[src/rtl/rr_arbiter8_pkg.sv]
// rtl/rr_arbiter8_pkg.sv - shared types and constants for the 8-way round-robin arbiter
package rr_arbiter8_pkg;

  localparam int N_REQ = 8;
  localparam int IDX_W = 3;

  localparam logic [IDX_W-1:0] PTR_RST = 3'd7;

  typedef enum logic {
    ST_IDLE = 1'b0,
    ST_BUSY = 1'b1
  } state_t;

endpackage

[src/rtl/rr_arbiter8_prio_enc8.sv]
// rtl/rr_arbiter8_prio_enc8.sv - fixed-priority 8-to-3 encoder, bit 7 highest
module prio_enc8
  import rr_arbiter8_pkg::*;
(
  input  logic [N_REQ-1:0] in_vec,
  output logic [IDX_W-1:0] idx,
  output logic             valid
);

  // Ascending scan so the highest set bit is the last assignment and wins.
  always_comb begin
    idx = '0;
    for (int i = 0; i < N_REQ; i++) begin
      if (in_vec[i]) idx = IDX_W'(i);
    end
  end

  assign valid = |in_vec;

endmodule

[src/rtl/rr_arbiter8.sv]
// rtl/rr_arbiter8.sv - round-robin arbiter with hold timeout, one idle bubble between grants
module rr_arbiter8
  import rr_arbiter8_pkg::*;
#(
  parameter int MAX_HOLD = 16
) (
  input  logic             clk,
  input  logic             rst,
  input  logic [N_REQ-1:0] req,
  input  logic             done,
  output logic [N_REQ-1:0] gnt,
  output logic [IDX_W-1:0] gnt_idx,
  output logic             gnt_valid,
  output logic             timeout
);

  localparam logic [7:0] HOLD_LAST = 8'(MAX_HOLD - 1);

  state_t           state_q, state_d;
  logic [IDX_W-1:0] ptr_q, ptr_d;
  logic [7:0]       hold_cnt_q, hold_cnt_d;
  logic [N_REQ-1:0] gnt_q, gnt_d;
  logic [IDX_W-1:0] gnt_idx_q, gnt_idx_d;
  logic             gnt_valid_q, gnt_valid_d;
  logic             timeout_q, timeout_d;

  logic [N_REQ-1:0] rot;
  logic [IDX_W-1:0] enc_idx;
  logic             enc_valid;
  logic [IDX_W-1:0] winner;
  logic             release_now;

  // Rotate so req[ptr] sits on bit 7; the encoder then searches ptr, ptr-1, ... with wrap.
  always_comb begin
    for (int j = 0; j < N_REQ; j++) begin
      rot[j] = req[ptr_q + IDX_W'(j) + 3'd1];
    end
  end

  prio_enc8 u_prio_enc8 (
    .in_vec (rot),
    .idx    (enc_idx),
    .valid  (enc_valid)
  );

  assign winner      = ptr_q + 3'd1 + enc_idx;
  assign release_now = done || !req[gnt_idx_q] || (hold_cnt_q == HOLD_LAST);

  always_comb begin
    state_d     = state_q;
    ptr_d       = ptr_q;
    hold_cnt_d  = hold_cnt_q;
    gnt_d       = gnt_q;
    gnt_idx_d   = gnt_idx_q;
    gnt_valid_d = gnt_valid_q;
    timeout_d   = 1'b0;
    case (state_q)
      ST_IDLE: begin
        if (enc_valid) begin
          state_d         = ST_BUSY;
          gnt_d           = '0;
          gnt_d[winner]   = 1'b1;
          gnt_idx_d       = winner;
          gnt_valid_d     = 1'b1;
          hold_cnt_d      = '0;
        end
      end
      ST_BUSY: begin
        if (release_now) begin
          // Timeout is flagged only when neither done nor withdrawal caused the release.
          timeout_d   = !done && req[gnt_idx_q];
          ptr_d       = gnt_idx_q - 3'd1;
          state_d     = ST_IDLE;
          gnt_d       = '0;
          gnt_idx_d   = '0;
          gnt_valid_d = 1'b0;
        end else if (hold_cnt_q != HOLD_LAST) begin
          hold_cnt_d = hold_cnt_q + 8'd1;
        end
      end
      default: state_d = ST_IDLE;
    endcase
  end

  always_ff @(posedge clk) begin
    if (rst) begin
      state_q     <= ST_IDLE;
      ptr_q       <= PTR_RST;
      hold_cnt_q  <= '0;
      gnt_q       <= '0;
      gnt_idx_q   <= '0;
      gnt_valid_q <= 1'b0;
      timeout_q   <= 1'b0;
    end else begin
      state_q     <= state_d;
      ptr_q       <= ptr_d;
      hold_cnt_q  <= hold_cnt_d;
      gnt_q       <= gnt_d;
      gnt_idx_q   <= gnt_idx_d;
      gnt_valid_q <= gnt_valid_d;
      timeout_q   <= timeout_d;
    end
  end

  assign gnt       = gnt_q;
  assign gnt_idx   = gnt_idx_q;
  assign gnt_valid = gnt_valid_q;
  assign timeout   = timeout_q;

endmodule

[config.mk]
export PLATFORM = sky130hd
export DESIGN_NAME = rr_arbiter8
export DESIGN_NICKNAME = d
export VERILOG_FILES = /design/src/rtl/rr_arbiter8_pkg.sv /design/src/rtl/rr_arbiter8_prio_enc8.sv /design/src/rtl/rr_arbiter8.sv
export SDC_FILE = /design/constraint.sdc
export NUM_CORES = 1
export LEC_CHECK = 0
export BUFFER_PORTS_ARGS = -buffer_cell sky130_fd_sc_hd__buf_2
export CAP_MARGIN = 40
export CELL_PAD_IN_SITES_DETAIL_PLACEMENT = 0
export CELL_PAD_IN_SITES_GLOBAL_PLACEMENT = 1
export CORE_MARGIN = 1
export CORE_UTILIZATION = 40
export CTS_CLUSTER_DIAMETER = 60
export CTS_CLUSTER_SIZE = 16
export DETAILED_ROUTE_END_ITERATION = 6
export GPL_ROUTABILITY_DRIVEN = 1
export GPL_TIMING_DRIVEN = 1
export HOLD_SLACK_MARGIN = 0.06
export PLACE_DENSITY = 0.76
export SETUP_SLACK_MARGIN = 0.4
export SLEW_MARGIN = 20
export SYNTH_ARGS = -nofsm -noshare
export SYNTH_HDL_FRONTEND = slang
export SYNTH_SLANG_ARGS = --single-unit
[constraint.sdc]
create_clock -name clk -period 3.45 [get_ports clk]
set_input_delay 0.345 -clock clk [delete_from_list [all_inputs] [get_ports clk]]
set_output_delay 0.345 -clock clk [all_outputs]
set_load 0.005 [all_outputs]
==> impl_summary.log <==
INFO  metric holdCritPathClass = in -> reg
INFO  metric cell_count_after_synthesis = 190
INFO  metric synth_enable_flop_cells = 0
INFO  metric worst_setup_path_start_kind = register
INFO  metric core_region_area = 4410 um^2
INFO  metric ioPinCount = 24
INFO  metric critPathArrivalTime = ~3600 ps
INFO  metric diodes_inserted = 0
INFO  metric h-tree-depth = 1
INFO  metric synth_largest_type_area_fraction = 26.7%
INFO  metric r2r_end = gnt_idx[1]$_SDFFE_PP0P_
INFO  metric yosysTopAreaCell = sky130_fd_sc_hd__dfxtp_1
INFO  metric synth_cell_types = 43
INFO  metric wire_length_of_the_first_global_routing_pass = 7.81 mm
INFO  metric fp.dieW = 70.5 um
INFO  metric postRouteWirelength = 4.47 mm
INFO  metric core.rowCount = 24
INFO  metric timing.max_cap.violations = 0
INFO  metric viasPerCell = 5.59
INFO  metric hpwl = 3.21 mm
INFO  metric synth.ff_latch_count = 25
INFO  metric switchingPower = 0.667 mW
INFO  metric nNetsFinal = approximately 260
INFO  metric ctsLongestPathBuffers = 2
INFO  metric numCtsBuffers = 3
INFO  metric seqPwrFrac = 23.4%
INFO  metric initial_core_util = 42.5%
INFO  metric share_comb_of_total_power = 66.2%
INFO  metric drv_slew = 0
INFO  metric clock_insertion_delay_worst_skew = 270 ps
INFO  metric grt_pass1_vias = 1585
INFO  metric cp.required = 3670 ps
INFO  metric clock-root-buffer = sky130_fd_sc_hd__clkbuf_8
INFO  metric mapped_nets = 208
INFO  metric pwr_density_cell = 714 nW/um^2
INFO  metric setup_viol = 0
INFO  metric startpoint = ptr_q[0]$_SDFFE_PP1P_
INFO  metric numClockSinks = 25
INFO  metric tightest_slew = 676 ps
INFO  metric timing.rr.start = ptr_q[0]$_SDFFE_PP1P_
INFO  metric ir_drop = 0.000294 V
INFO  metric fin_crit_sh = 98.2%
INFO  metric dp_worst_setup_slack = -41.7 ps
INFO  metric cellInternalPower = approximately 1.0 mW
INFO  metric leakagePower = 0.927 nW
INFO  metric globalRouteTotalUtil = 19.7%
INFO  metric first_pass_iters = 4
INFO  metric place_congestion = between 0.8 and 0.9
INFO  metric number_of_antenna_violations_at_the_first_check_in_global_routing = 0
INFO  metric worstHoldPathCells = 2
INFO  metric synth.area.top_cells = sky130_fd_sc_hd__dfxtp_1 27%, sky130_fd_sc_hd__mux4_2 9.6%, sky130_fd_sc_hd__mux4_1 8.4%
INFO  metric die_area = 4960 um^2
INFO  metric detail_route.drc_violations = 0
INFO  metric grt_start_max_net_pins = 16
INFO  metric period_needed = 3390 ps
INFO  metric detail_route.iter0.violations = 78
INFO  metric outcome = finished clean
INFO  metric finalHoldViolations = 0
INFO  metric post-route-util = 53.9%
INFO  metric slew_headroom = a little over half
INFO  metric layout.filler_cells = 399
INFO  metric crit_end = gnt_idx[1]$_SDFFE_PP0P_
INFO  metric num_vias = 1620
INFO  metric stdcell_area = 2380 um^2
INFO  metric pwr-share-clk = 10.4%
INFO  metric yosysWarningCount = 0
INFO  metric postSynth.topFlopCell = sky130_fd_sc_hd__dfxtp_1
INFO  metric fp.dieH = 70.5 um
INFO  metric asr_flop_ratio_synth = 0%
INFO  metric postPlaceCellArea = 2130 um^2
INFO  metric post_synth.cell_area_avg = 9.86 um^2
INFO  metric clkSlewWorstSetupHoldPaths = roughly 90 ps
INFO  metric cts_tree = built
INFO  metric syn2layout_area_growth = 27.0%
INFO  metric setup.worst_path.end_class = register
INFO  metric netlist_area = about 1900 um^2
INFO  metric timing.setup.tns = 0 ps
INFO  metric globalRoute.totalOverflow = 0
INFO  metric ff2ff_setup_slack = between 60 and 70 ps
INFO  metric timing.clock.skew = between 7 and 8 ps
INFO  metric share_of_cells_above_drive_strength_1 = 38.2%
INFO  metric fin_worst_hold_slack = 282 ps
INFO  metric grt_setup_unrepaired = yes
INFO  metric synth-seq-area-share = 26.7%
INFO  metric setup_ws = ~61 ps
INFO  metric power.share.switching = between 30% and 40%
INFO  metric timing.critical_path.fanout_max = 8
INFO  metric timing.setup.critical_path_class = reg -> reg
INFO  metric routed_wire_length_per_instance = 15.4 um
INFO  metric maxClockFrequency = 295 MHz
INFO  metric route.antenna.remaining_nets = 0
INFO  metric portBuffers = 23
INFO  metric rr_worst_depth = 21
-- per-layer routing --
metal  GRT usage, %  wire (um)  vias up  part of all wire (%)
met5              0          0        -                     0
met3           3.17        147        7                   3.3
met2           31.2       2070       26                    46
met1           27.8       2200      784                    49
li1               -          -      803                     -
met4           5.11         59        0                   1.3
-- how the worst min path moves through the flow --
stage,start,to,slack (ps)
after CTS,done,timeout$_SDFF_PP0_,280
final,done,timeout$_SDFF_PP0_,280
after floorplan,done,timeout$_SDFF_PP0_,420
after global placement,gnt[6]$_SDFFE_PP0P_,gnt[6]$_SDFFE_PP0P_,460
after detailed placement,gnt[6]$_SDFFE_PP0P_,gnt[6]$_SDFFE_PP0P_,450
after global routing,done,timeout$_SDFF_PP0_,290
-- power groups by stage --
stage	registers [mW]	logic, mW	clock network, mW
floorplan	0.397	0.655	0
global placement	0.405	0.882	0
detailed placement	0.406	0.887	0
CTS	0.399	1.06	0.183
global route	0.409	1.21	0.196
finish	0.397	1.12	0.177
-- stage by stage --
stage,std cells,power [mW]
2_1_floorplan,190,1.05
3_3_place_gp,270,1.29
3_5_place_dp,270,1.29
4_1_cts,289,1.64
5_1_grt,290,1.82
6_report,290,1.70
-- cells by family after synthesis --
family                   share of synthesized area (%)
adder cells (fa/ha/maj)                           5.07
XOR/XNOR                                          5.61
multiplexers                                      27.0
AND/OR/NAND/NOR                                   15.0
flip-flops                                        26.7
AO/OA/AOI/OAI                                     14.5
buffers and inverters                             6.07
-- critical path, stage by stage (launching register included) --
cell and delay, ps:
sky130_fd_sc_hd__dfxtp_4 370, sky130_fd_sc_hd__clkinvlp_4 100, sky130_fd_sc_hd__ha_4 300, sky130_fd_sc_hd__buf_4 150
sky130_fd_sc_hd__buf_6 110, sky130_fd_sc_hd__mux2i_1 110, sky130_fd_sc_hd__nand3_1 110, sky130_fd_sc_hd__o211ai_1 110
sky130_fd_sc_hd__buf_4 150, sky130_fd_sc_hd__buf_4 120, sky130_fd_sc_hd__buf_4 120, sky130_fd_sc_hd__buf_4 120
sky130_fd_sc_hd__buf_4 120, sky130_fd_sc_hd__buf_4 120, sky130_fd_sc_hd__buf_4 120, sky130_fd_sc_hd__buf_4 120
sky130_fd_sc_hd__buf_4 120, sky130_fd_sc_hd__buf_4 120, sky130_fd_sc_hd__buf_4 130, sky130_fd_sc_hd__a41oi_4 220
sky130_fd_sc_hd__mux2_4 340, sky130_fd_sc_hd__nor2_4 60
-- state kept, by name (all words and copies together) (netlist names) --
register / count
timeout: 1
ptr_q: 3
state_q: 1
gnt: 8
gnt_idx: 3
hold_cnt_q: 8
gnt_valid: 1
-- cell type report --
type	instances	area [um^2]	area share, %
Clock inverter	1	7.51	0.315
Multi-Input combinational cell	139	1360	57.0
Timing Repair Buffer	50	325	13.7
Tap cell	52	65.1	2.73
Inverter	20	78.8	3.31
Clock buffer	3	41.3	1.74
Sequential cell	25	504	21.2
-- synth_stat cells (4+ instances only) --
| cell | n |
|---|---|
| sky130_fd_sc_hd__o22ai_1 | 9 |
| sky130_fd_sc_hd__nand2_1 | 8 |
| sky130_fd_sc_hd__dfxtp_1 | 25 |
| sky130_fd_sc_hd__ha_1 | 6 |
| sky130_fd_sc_hd__o211ai_1 | 4 |
| sky130_fd_sc_hd__mux4_1 | 6 |
| sky130_fd_sc_hd__nor2_1 | 23 |
| sky130_fd_sc_hd__nand3_1 | 10 |
| sky130_fd_sc_hd__mux2i_1 | 11 |
| sky130_fd_sc_hd__mux4_2 | 8 |
| sky130_fd_sc_hd__inv_1 | 20 |
| sky130_fd_sc_hd__xnor2_1 | 11 |
-- timing repair --
item	CTS	global route
hold buffers	0	0
pin swaps	7	1
setup endpoints to repair	10	21
buffers inserted	15	1
gates resized for setup	6	10
-- placed cells by master, fill, tap and decap left out, types with 3 or more instances in the layout --
cell type	n
sky130_fd_sc_hd__buf_2	23
sky130_fd_sc_hd__buf_4	25
sky130_fd_sc_hd__clkbuf_8	3
sky130_fd_sc_hd__dfxtp_1	24
sky130_fd_sc_hd__ha_1	4
sky130_fd_sc_hd__inv_1	18
sky130_fd_sc_hd__mux2_2	3
sky130_fd_sc_hd__mux2i_1	7
sky130_fd_sc_hd__mux2i_2	5
sky130_fd_sc_hd__mux4_1	6
sky130_fd_sc_hd__mux4_2	8
sky130_fd_sc_hd__nand2_1	8
sky130_fd_sc_hd__nand3_1	10
sky130_fd_sc_hd__nor2_1	22
sky130_fd_sc_hd__nor2b_1	3
sky130_fd_sc_hd__nor3_1	3
sky130_fd_sc_hd__o211ai_1	4
sky130_fd_sc_hd__o22ai_1	9
sky130_fd_sc_hd__or3_1	3
sky130_fd_sc_hd__xnor2_1	9
No activity file was read; power rests on OpenSTA's default activity.
